$ cat src/rtl/cpu_instr_issue.sv
// cpu_instr_issue: instruction/operand latching, PC strobes, jump resolution,
// halt latch, runaway watchdog and retired-instruction counter for the sequencer.
//
// Ports:
//   clk           system clock, all logic on posedge
//   reset_n       synchronous active-low reset
//   state_i       current state code from the sequencer
//   bus_in_i      memory data bus
//   zero_flag_i   ALU zero flag
//   opcode_o      instruction register, fed back to the sequencer
//   operand_o     operand register (jump/call target, immediate)
//   reset_cycle_o one-clock pulse ending the current instruction
//   pc_inc_o      step the PC this clock
//   pc_load_o     load the PC from operand_o this clock
//   halted_o      sticky halt
//   wdt_err_o     sticky watchdog error
//   retired_o     retired-instruction count (wraps at 2^16)
module cpu_instr_issue #(
    parameter logic [7:0] ST_FETCH_PC   = 8'h01,
    parameter logic [7:0] ST_FETCH_INST = 8'h02,
    parameter logic [7:0] ST_HALT       = 8'h03,
    parameter logic [7:0] ST_LDI        = 8'h08,
    parameter logic [7:0] ST_JUMP       = 8'h09,
    parameter logic [7:0] ST_TMP_STORE  = 8'h0C,
    parameter logic [7:0] ST_NEXT       = 8'h0F,
    parameter logic [7:0] OP_JMP        = 8'h20,
    parameter logic [7:0] OP_JZ         = 8'h21,
    parameter logic [7:0] OP_JNZ        = 8'h22,
    parameter int         MAX_CYCLES    = 8
) (
    input  logic        clk,
    input  logic        reset_n,
    input  logic [7:0]  state_i,
    input  logic [7:0]  bus_in_i,
    input  logic        zero_flag_i,
    output logic [7:0]  opcode_o,
    output logic [7:0]  operand_o,
    output logic        reset_cycle_o,
    output logic        pc_inc_o,
    output logic        pc_load_o,
    output logic        halted_o,
    output logic        wdt_err_o,
    output logic [15:0] retired_o
);
    localparam int CW = $clog2(MAX_CYCLES + 2);
    localparam logic [CW-1:0] CMAX = CW'(MAX_CYCLES);
    localparam logic [CW-1:0] CSAT = CW'(MAX_CYCLES + 1);
    logic [7:0]    opcode_q, opcode_d, operand_q, operand_d;
    logic          reset_cycle_q, reset_cycle_d, pc_inc_q, pc_inc_d, pc_load_q, pc_load_d;
    logic          halted_q, halted_d, wdt_err_q, wdt_err_d;
    logic [15:0]   retired_q, retired_d;
    logic [CW-1:0] cnt_q, cnt_d;
    logic          taken, expire;
    assign taken  = (opcode_q == OP_JMP) | ((opcode_q == OP_JZ) & zero_flag_i) |
                    ((opcode_q == OP_JNZ) & ~zero_flag_i);
    assign expire = (cnt_q == CMAX) && (state_i != ST_NEXT);
    always_comb begin
        opcode_d      = opcode_q;
        operand_d     = operand_q;
        halted_d      = halted_q;
        wdt_err_d     = wdt_err_q;
        retired_d     = retired_q;
        cnt_d         = cnt_q;
        reset_cycle_d = 1'b0;
        pc_inc_d      = 1'b0;
        pc_load_d     = 1'b0;
        if (!halted_q) begin
            // Zero means idle after expiry; CSAT means saturated or already retired.
            if (cnt_q != '0 && cnt_q != CSAT) cnt_d = cnt_q + 1'b1;
            if (expire) begin
                reset_cycle_d = 1'b1;
                wdt_err_d     = 1'b1;
                cnt_d         = '0;
            end
            case (state_i)
                ST_FETCH_PC: begin
                    pc_inc_d = 1'b1;
                    cnt_d    = CW'(1);
                end
                ST_FETCH_INST: opcode_d = bus_in_i;
                ST_LDI, ST_TMP_STORE: begin
                    operand_d = bus_in_i;
                    pc_inc_d  = 1'b1;
                end
                ST_JUMP: begin
                    operand_d = bus_in_i;
                    pc_load_d = taken;
                    pc_inc_d  = ~taken;
                end
                ST_NEXT: begin
                    reset_cycle_d = 1'b1;
                    retired_d     = retired_q + 16'd1;
                    // Park the count so a finished instruction cannot trip the watchdog.
                    cnt_d         = CSAT;
                end
                ST_HALT: halted_d = 1'b1;
                default: ;
            endcase
        end
    end
    always_ff @(posedge clk) begin
        if (!reset_n) begin
            opcode_q      <= '0;
            operand_q     <= '0;
            reset_cycle_q <= 1'b0;
            pc_inc_q      <= 1'b0;
            pc_load_q     <= 1'b0;
            halted_q      <= 1'b0;
            wdt_err_q     <= 1'b0;
            retired_q     <= '0;
            cnt_q         <= '0;
        end else begin
            opcode_q      <= opcode_d;
            operand_q     <= operand_d;
            reset_cycle_q <= reset_cycle_d;
            pc_inc_q      <= pc_inc_d;
            pc_load_q     <= pc_load_d;
            halted_q      <= halted_d;
            wdt_err_q     <= wdt_err_d;
            retired_q     <= retired_d;
            cnt_q         <= cnt_d;
        end
    end
    assign opcode_o      = opcode_q;
    assign operand_o     = operand_q;
    assign reset_cycle_o = reset_cycle_q;
    assign pc_inc_o      = pc_inc_q;
    assign pc_load_o     = pc_load_q;
    assign halted_o      = halted_q;
    assign wdt_err_o     = wdt_err_q;
    assign retired_o     = retired_q;
endmodule

$ cat config.mk
export PLATFORM = sky130hd
export DESIGN_NAME = cpu_instr_issue
export DESIGN_NICKNAME = d
export VERILOG_FILES = /design/src/rtl/cpu_instr_issue.sv
export SDC_FILE = /design/constraint.sdc
export NUM_CORES = 1
export LEC_CHECK = 0
export CORE_ASPECT_RATIO = 1.75
export CORE_MARGIN = 3
export CORE_UTILIZATION = 25
export CTS_BUF_LIST = sky130_fd_sc_hd__clkbuf_4 sky130_fd_sc_hd__clkbuf_8 sky130_fd_sc_hd__clkbuf_16
export DETAILED_ROUTE_END_ITERATION = 8
export GPL_ROUTABILITY_DRIVEN = 0
export PLACE_DENSITY = 0.55
export RECOVER_POWER = 25
export SLEW_MARGIN = 20
export SYNTH_ARGS = -nofsm -noshare
export SYNTH_HDL_FRONTEND = slang
export SYNTH_SLANG_ARGS = --single-unit
$ cat constraint.sdc
create_clock -name clk -period 3.5 [get_ports clk]
set_input_delay 1.05 -clock clk [delete_from_list [all_inputs] [get_ports clk]]
set_output_delay 1.05 -clock clk [all_outputs]
set_load 0.01 [all_outputs]
==> metrics.md, run 1 <==
| Metric | Value |
|---|---|
| Mapped Nets | ~230 |
| Fmax | 329.3 MHz |
| Die width | 72.41 um |
| Yosys warning count | 0 |
| Die Area | slightly below 9000 um^2 |
| Clock sinks | just over 40 |
| CP max-delay cell | or4_1 |
| Routed len/inst | 14.68 um |
| EDFF count, synth | 0 |
| DRT Wirelength | 5.225 mm |
| Syn avg cell area | around 9.1 um^2 |
| Via density | 4.997 |
| TritonCTS clock tree | yes |
| Most frequent cells in the layout | 41 x dfxtp_1, 36 x clkdlybuf4s50_1, 25 x nor2_1 |
| DP Area | 2582 um^2 |
| Max FO, Critical Path | 8 |
| Pwr Density | 460.3 nW/um^2 |
| Reg power frac | between 40% and 50% |
| Crit path max-delay family | simple AND/OR/NAND/NOR gates |
| Cell internal pwr | 955.4 uW |
| First-pass GRT wire length | 8.742 mm |
| CTS Hold Bufs | 0 |
| Die height | 122.2 um |
| CP max stage delay | 0.64 ns |
| Min cycle time layout | 3.037 ns |
| GR Layer Usage met2 | 23.06% |
| # diodes | 0 |
| Mapped cell area | around 1900 um^2 |
| Sequential-to-total area share from yosys stat | 42.54% |
| HP Class | register to register |
| Routed Antenna Nets | 0 |
| GRT Max-Usage Layer | met2 |
| Post-CTS sizing | 0 |
| CTS root buffer | clkbuf_16 |
| Hold_ws | 0.4746 ns |
| Top_reg_cell synth | dfxtp_1 |
| Clock transition at the registers of the reported paths | ~0.060 ns |
| FILL cells | 750 |
| CP Launch Type | input pin |
| Peak VDD IR | 356.0 uV |
| Initial Util | 26.30% |
| Post-synth cell types | 46 |
| 1st-pass router iterations | 4 |
| Max-cap violations | 0 |
| Syn Inst Count | 211 |
| Net Sw Power | roughly 310 uW |
| Crit-path cells | clkdlybuf4s50_1 -> or4_4 -> or4_1 -> or3_1 -> a21oi_1 |
| Post-CTS setup buffers | 0 |
| Post-synthesis register bit count | just over 40 |
| Clock buffer depth | 2 |
| Slew @ Worst Pin | ~0.57 ns |
| GR Util met1 | around 13% |
| GRT Total Usage | 12.67% |
| DP Worst Slack | ~0.15 ns |
| IO Port Bufs | 55 |
| Clock Latency Late Sink | 0.29 ns |
| Sw Share | 24.77% |
| TNS Setup | 0 ns |
| Dpl hpwl | 4.001 mm |
| Status | completed |
| Vias | approximately 1,800 |
| Final Hold Violating Endpoints | 0 |
| Slew margin rel. | 61.72% |
| Number of global-route vias before repair | 1,836 |
| Clock power frac | 43.3% |
| Final Util | 37.61% |
| Commonest non-fill, non-tap cell in the layout | dfxtp_1 |
| Max-slew violations | 0 |
| Proportion of layout cells with a drive suffix above 1 | 8.148% |
| H-tree lvl count | 2 |
| Crit path DAT | 3.26 ns |
| Period utilization | 86.77% |
| Layout area overhead | 43.00% |
| Antenna violations before repair | 0 |
| Largest net degree at the start of global routing | 35 |
| Final net count | slightly below 300 |
| Core Rows | 41 |
| Iteration-0 DRC Markers | 33 |
| Final setup violation count | 0 |
| Layout Skew | 0.006780 ns |
| Remaining global-route overflow | 0 |
| Design area | 2759 um^2 |
| Req. time, crit path | 3.72 ns |
| Critical Path Sink Type | register |
| I/O Pins | 56 |
| P_leak | 0.001002 uW |
| DRC | 0 |
| CTS Buf Count | 5 |
| Crit path buffers/inverters | 1 |
| Setup WS post-layout | 0.4630 ns |
| Unrepaired setup endpoints after global routing | false |
| Ys async rst share | 0% |
| Total core area | 7336 um^2 |
| Comb power frac | 15.8% |
| Met3 GRT Util | 4.180% |
| Critical setup path kind | input pin to register |
-- cell usage after synthesis, types with 3 or more instances --
master / number / area share (%)
nor2_1: 25 / 4.9
or3_1: 3 / 0.97
clkbuf_1: 7 / 1.4
nand2_1: 13 / 2.5
o21ai_0: 6 / 1.6
inv_1: 5 / 0.97
or4_1: 6 / 2.3
nand2b_1: 5 / 1.6
a21oi_1: 14 / 3.6
o31ai_1: 6 / 2.3
nand3b_1: 3 / 1.2
nand4_1: 4 / 1.3
and4_1: 3 / 1.4
dfxtp_1: 41 / 43
nand3_1: 9 / 2.3
mux2i_1: 20 / 10
ha_1: 4 / 2.6
-- sequential cells by signal, indices dropped and copies added (netlist names) --
name,count
halted_o,1
pc_load_o,1
cnt_q,4
reset_cycle_o,1
operand_o,8
pc_inc_o,1
opcode_o,8
retired_o,16
wdt_err_o,1
-- metal layers --
metal	up-vias	wire length (um)	part of all wire, %
li1	893	-	-
met1	827	1963	38
met2	49	2810	54
met3	10	347	6.6
met4	0	105	2.0
met5	-	0	0
-- power groups by stage --
stage | combinational [uW] | sequential (uW) | clock [uW]
3_3_place_gp | 203 | 529 | 0
2_1_floorplan | 132 | 526 | 0
4_1_cts | 206 | 520 | 565
5_1_grt | 229 | 525 | 575
6_report | 201 | 519 | 550
3_5_place_dp | 205 | 531 | 0
-- logic make-up after synthesis --
logic type,Yosys count,share of synthesized area [%]
multiplexers,20,10.38
adder cells (fa/ha/maj),4,2.594
flip-flops,41,42.54
AND/OR/NAND/NOR,88,26.46
AO/OA/AOI/OAI,40,13.29
XOR/XNOR,3,1.362
buffers and inverters,15,3.372
-- path summary, 6_finish.rpt --
check / cells past startpoint / slack (ns) / from / end
max reg2reg: 6 / 1.61 / cnt_q[0]$_SDFFE_PN0P_ / cnt_q[3]$_SDFFE_PN0P_
min reg2reg: 2 / 0.47 / retired_o[15]$_SDFFE_PN0P_ / retired_o[15]$_SDFFE_PN0P_
min: 2 / 0.47 / retired_o[15]$_SDFFE_PN0P_ / retired_o[15]$_SDFFE_PN0P_
max: 5 / 0.46 / state_i[5] / retired_o[6]$_SDFFE_PN0P_
-- stage by stage --
stage          power (uW)  std cells
2_1_floorplan       658.2        211
3_3_place_gp        731.9        348
3_5_place_dp        735.6        348
4_1_cts              1291        356
5_1_grt              1329        356
6_report             1270        356
-- area by class of cell --
type	count	area, um^2	share of cell area (%)
Clock buffer	7	146.4	5.306
Clock inverter	1	30.03	1.088
Inverter	6	22.52	0.8163
Multi-Input combinational cell	155	1044	37.82
Sequential cell	41	820.8	29.75
Tap cell	86	107.6	3.900
Timing Repair Buffer	60	588.1	21.32
-- worst min-delay path, cell delays in order (launching register included) --
cell and delay, ns:
dfxtp_1 0.31, o31ai_1 0.06, a21oi_1 0.05
(Power assumes the default switching activity.)
==> run 2: changes to the inputs <==
==> constraint.sdc (replaced) <==
create_clock -name clk -period 3 [get_ports clk]
set_input_delay 0.9 -clock clk [delete_from_list [all_inputs] [get_ports clk]]
set_output_delay 0.9 -clock clk [all_outputs]
set_load 0.01 [all_outputs]
==> run 2 against run 1 <==
Utilization up 1.0 points. Setup slack lost 0.23 ns. Flip-flop and latch count is the same. Hold slack better by 0.0033 ns. Via count is 2.5% higher. Global-route usage is 0.055 points higher. Critical path type unchanged. Critical endpoint is now retired_o[10]$_SDFFE_PN0P_. Largest cell class unchanged. Highest routed layer unchanged.
==> metrics.md, run 2 (synthesis results as in run 1) <==
| Metric | Value |
|---|---|
| Status | completed |
| Non-Filler Instances | 365 |
| Period utilization | 92.37% |
| Core Rows | 41 |
| Clock buffer depth | 2 |
| Most frequent cells in the layout | 41 x dfxtp_1, 36 x clkdlybuf4s50_1, 25 x nor2_1 |
| Die width | ~72 um |
| Unrepaired setup endpoints after global routing | false |
| Post-CTS setup buffers | 0 |
| Sw Share | 25.64% |
| Max-cap violations | 0 |
| Hold_ws | 0.4779 ns |
| Req. time, crit path | ~3.2 ns |
| DRC | 0 |
| TNS Setup | 0 ns |
| Slew @ Worst Pin | 0.6319 ns |
| CP Launch Type | input pin |
| Clock power frac | approximately 43% |
| Remaining global-route overflow | 0 |
| Largest net degree at the start of global routing | 35 |
| # diodes | 0 |
| Antenna violations before repair | 0 |
| Slew margin rel. | a little under three fifths |
| IO Port Bufs | 55 |
| Crit path DAT | 2.99 ns |
| GRT Total Usage | 12.72% |
| Clock sinks | about 40 |
| Dpl hpwl | 4.026 mm |
| First-pass GRT wire length | around 8.8 mm |
| H-tree lvl count | 2 |
| Iteration-0 DRC Markers | between 50 and 60 |
| 1st-pass router iterations | 4 |
| CTS root buffer | clkbuf_16 |
| Cell internal pwr | 1098 uW |
| Layout area overhead | 46.89% |
| Comb power frac | 16.6% |
| P_leak | 0.001042 uW |
| Die Area | 8849 um^2 |
| Initial Util | 26.30% |
| Max-slew violations | 0 |
| TritonCTS clock tree | yes |
| CTS Buf Count | 5 |
| Min cycle time layout | around 2.8 ns |
| Clock transition at the registers of the reported paths | around 0.06 ns |
| Total core area | 7336 um^2 |
| Pwr Density | around 520 nW/um^2 |
| Vias | 1,823 |
| Clock Latency Late Sink | 0.29 ns |
| CTS Hold Bufs | 0 |
| Max FO, Critical Path | 6 |
| Final Util | 38.63% |
| Final Hold Violating Endpoints | 0 |
| Post-CTS sizing | 0 |
| Via density | about 5.0 |
| Total Power | around 1500 uW |
| Routed Antenna Nets | 0 |
| Fmax | 360.9 MHz |
| Routed len/inst | 14.58 um |
| Commonest non-fill, non-tap cell in the layout | dfxtp_1 |
| Reg power frac | 41.0% |
| HP Class | register to register |
| Number of global-route vias before repair | 1,872 |
| Proportion of layout cells with a drive suffix above 1 | 11.11% |
| DRT Wirelength | between 5 and 6 mm |
| Max reg flops | 16 |
| Die height | 122.2 um |
| Final setup violation count | 0 |
| Critical setup path kind | input pin to register |
| Critical Path Sink Type | register |
| I/O Pins | 56 |
| Placed cell count | 357 |
| R2r setup slk | 1.03 ns |
| Net Sw Power | 378.4 uW |
| Peak VDD IR | between 300 and 400 uV |
| Final net count | 301 |
| Layout Skew | 0.004895 ns |
[run 2: area by class of cell]
type / instances / area [um^2]
clock buffer: 6 / 132.6
timing repair buffer: 69 / 668.1
fill: 764 / 4502
tap: 86 / 107.6
inverter: 6 / 22.52
clock inverter: 2 / 38.79
sequential: 41 / 820.8
multi-input combinational: 155 / 1044
[run 2: metrics by stage]
step           instance area, um^2  setup slack [ns]
2_1_floorplan                 1929            0.2836
3_3_place_gp                  2663          -0.05586
3_5_place_dp                  2663          -0.07293
4_1_cts                       2834            0.2219
5_1_grt                       2834            0.1618
6_report                      2834            0.2290
[run 2: final timing paths]
check                               endpoint  cells past startpoint                    from
setup / recovery  retired_o[10]$_SDFFE_PN0P_                      5              state_i[5]
hold / removal        wdt_err_o$_SDFFE_PN0P_                      2  wdt_err_o$_SDFFE_PN0P_
setup reg to reg       cnt_q[3]$_SDFFE_PN0P_                      6   cnt_q[0]$_SDFFE_PN0P_
hold reg to reg       wdt_err_o$_SDFFE_PN0P_                      2  wdt_err_o$_SDFFE_PN0P_
[run 2: worst max-delay path: stages]
cell             delay, ns
clkdlybuf4s50_1       0.42
or4_4                 0.56
or4_1                 0.60
or3_1                 0.37
a21oi_1               0.14
[run 2: power by group through the flow]
| stage | clock, uW | combinational, uW | sequential [uW] |
|---|---|---|---|
| after CTS | 643 | 249 | 605 |
| after detailed placement | 0 | 248 | 617 |
| final | 627 | 244 | 605 |
| after global placement | 0 | 248 | 617 |
| after global routing | 654 | 279 | 610 |
| after floorplan | 0 | 154 | 614 |
[run 2: routing by layer]
layer	share of wire (%)	global-route usage (%)	vias to the layer above
met3	5.9	3.770	7
met2	54	23.74	53
li1	-	-	912
met5	0	0	-
met1	38	12.61	851
met4	2.4	5.658	0
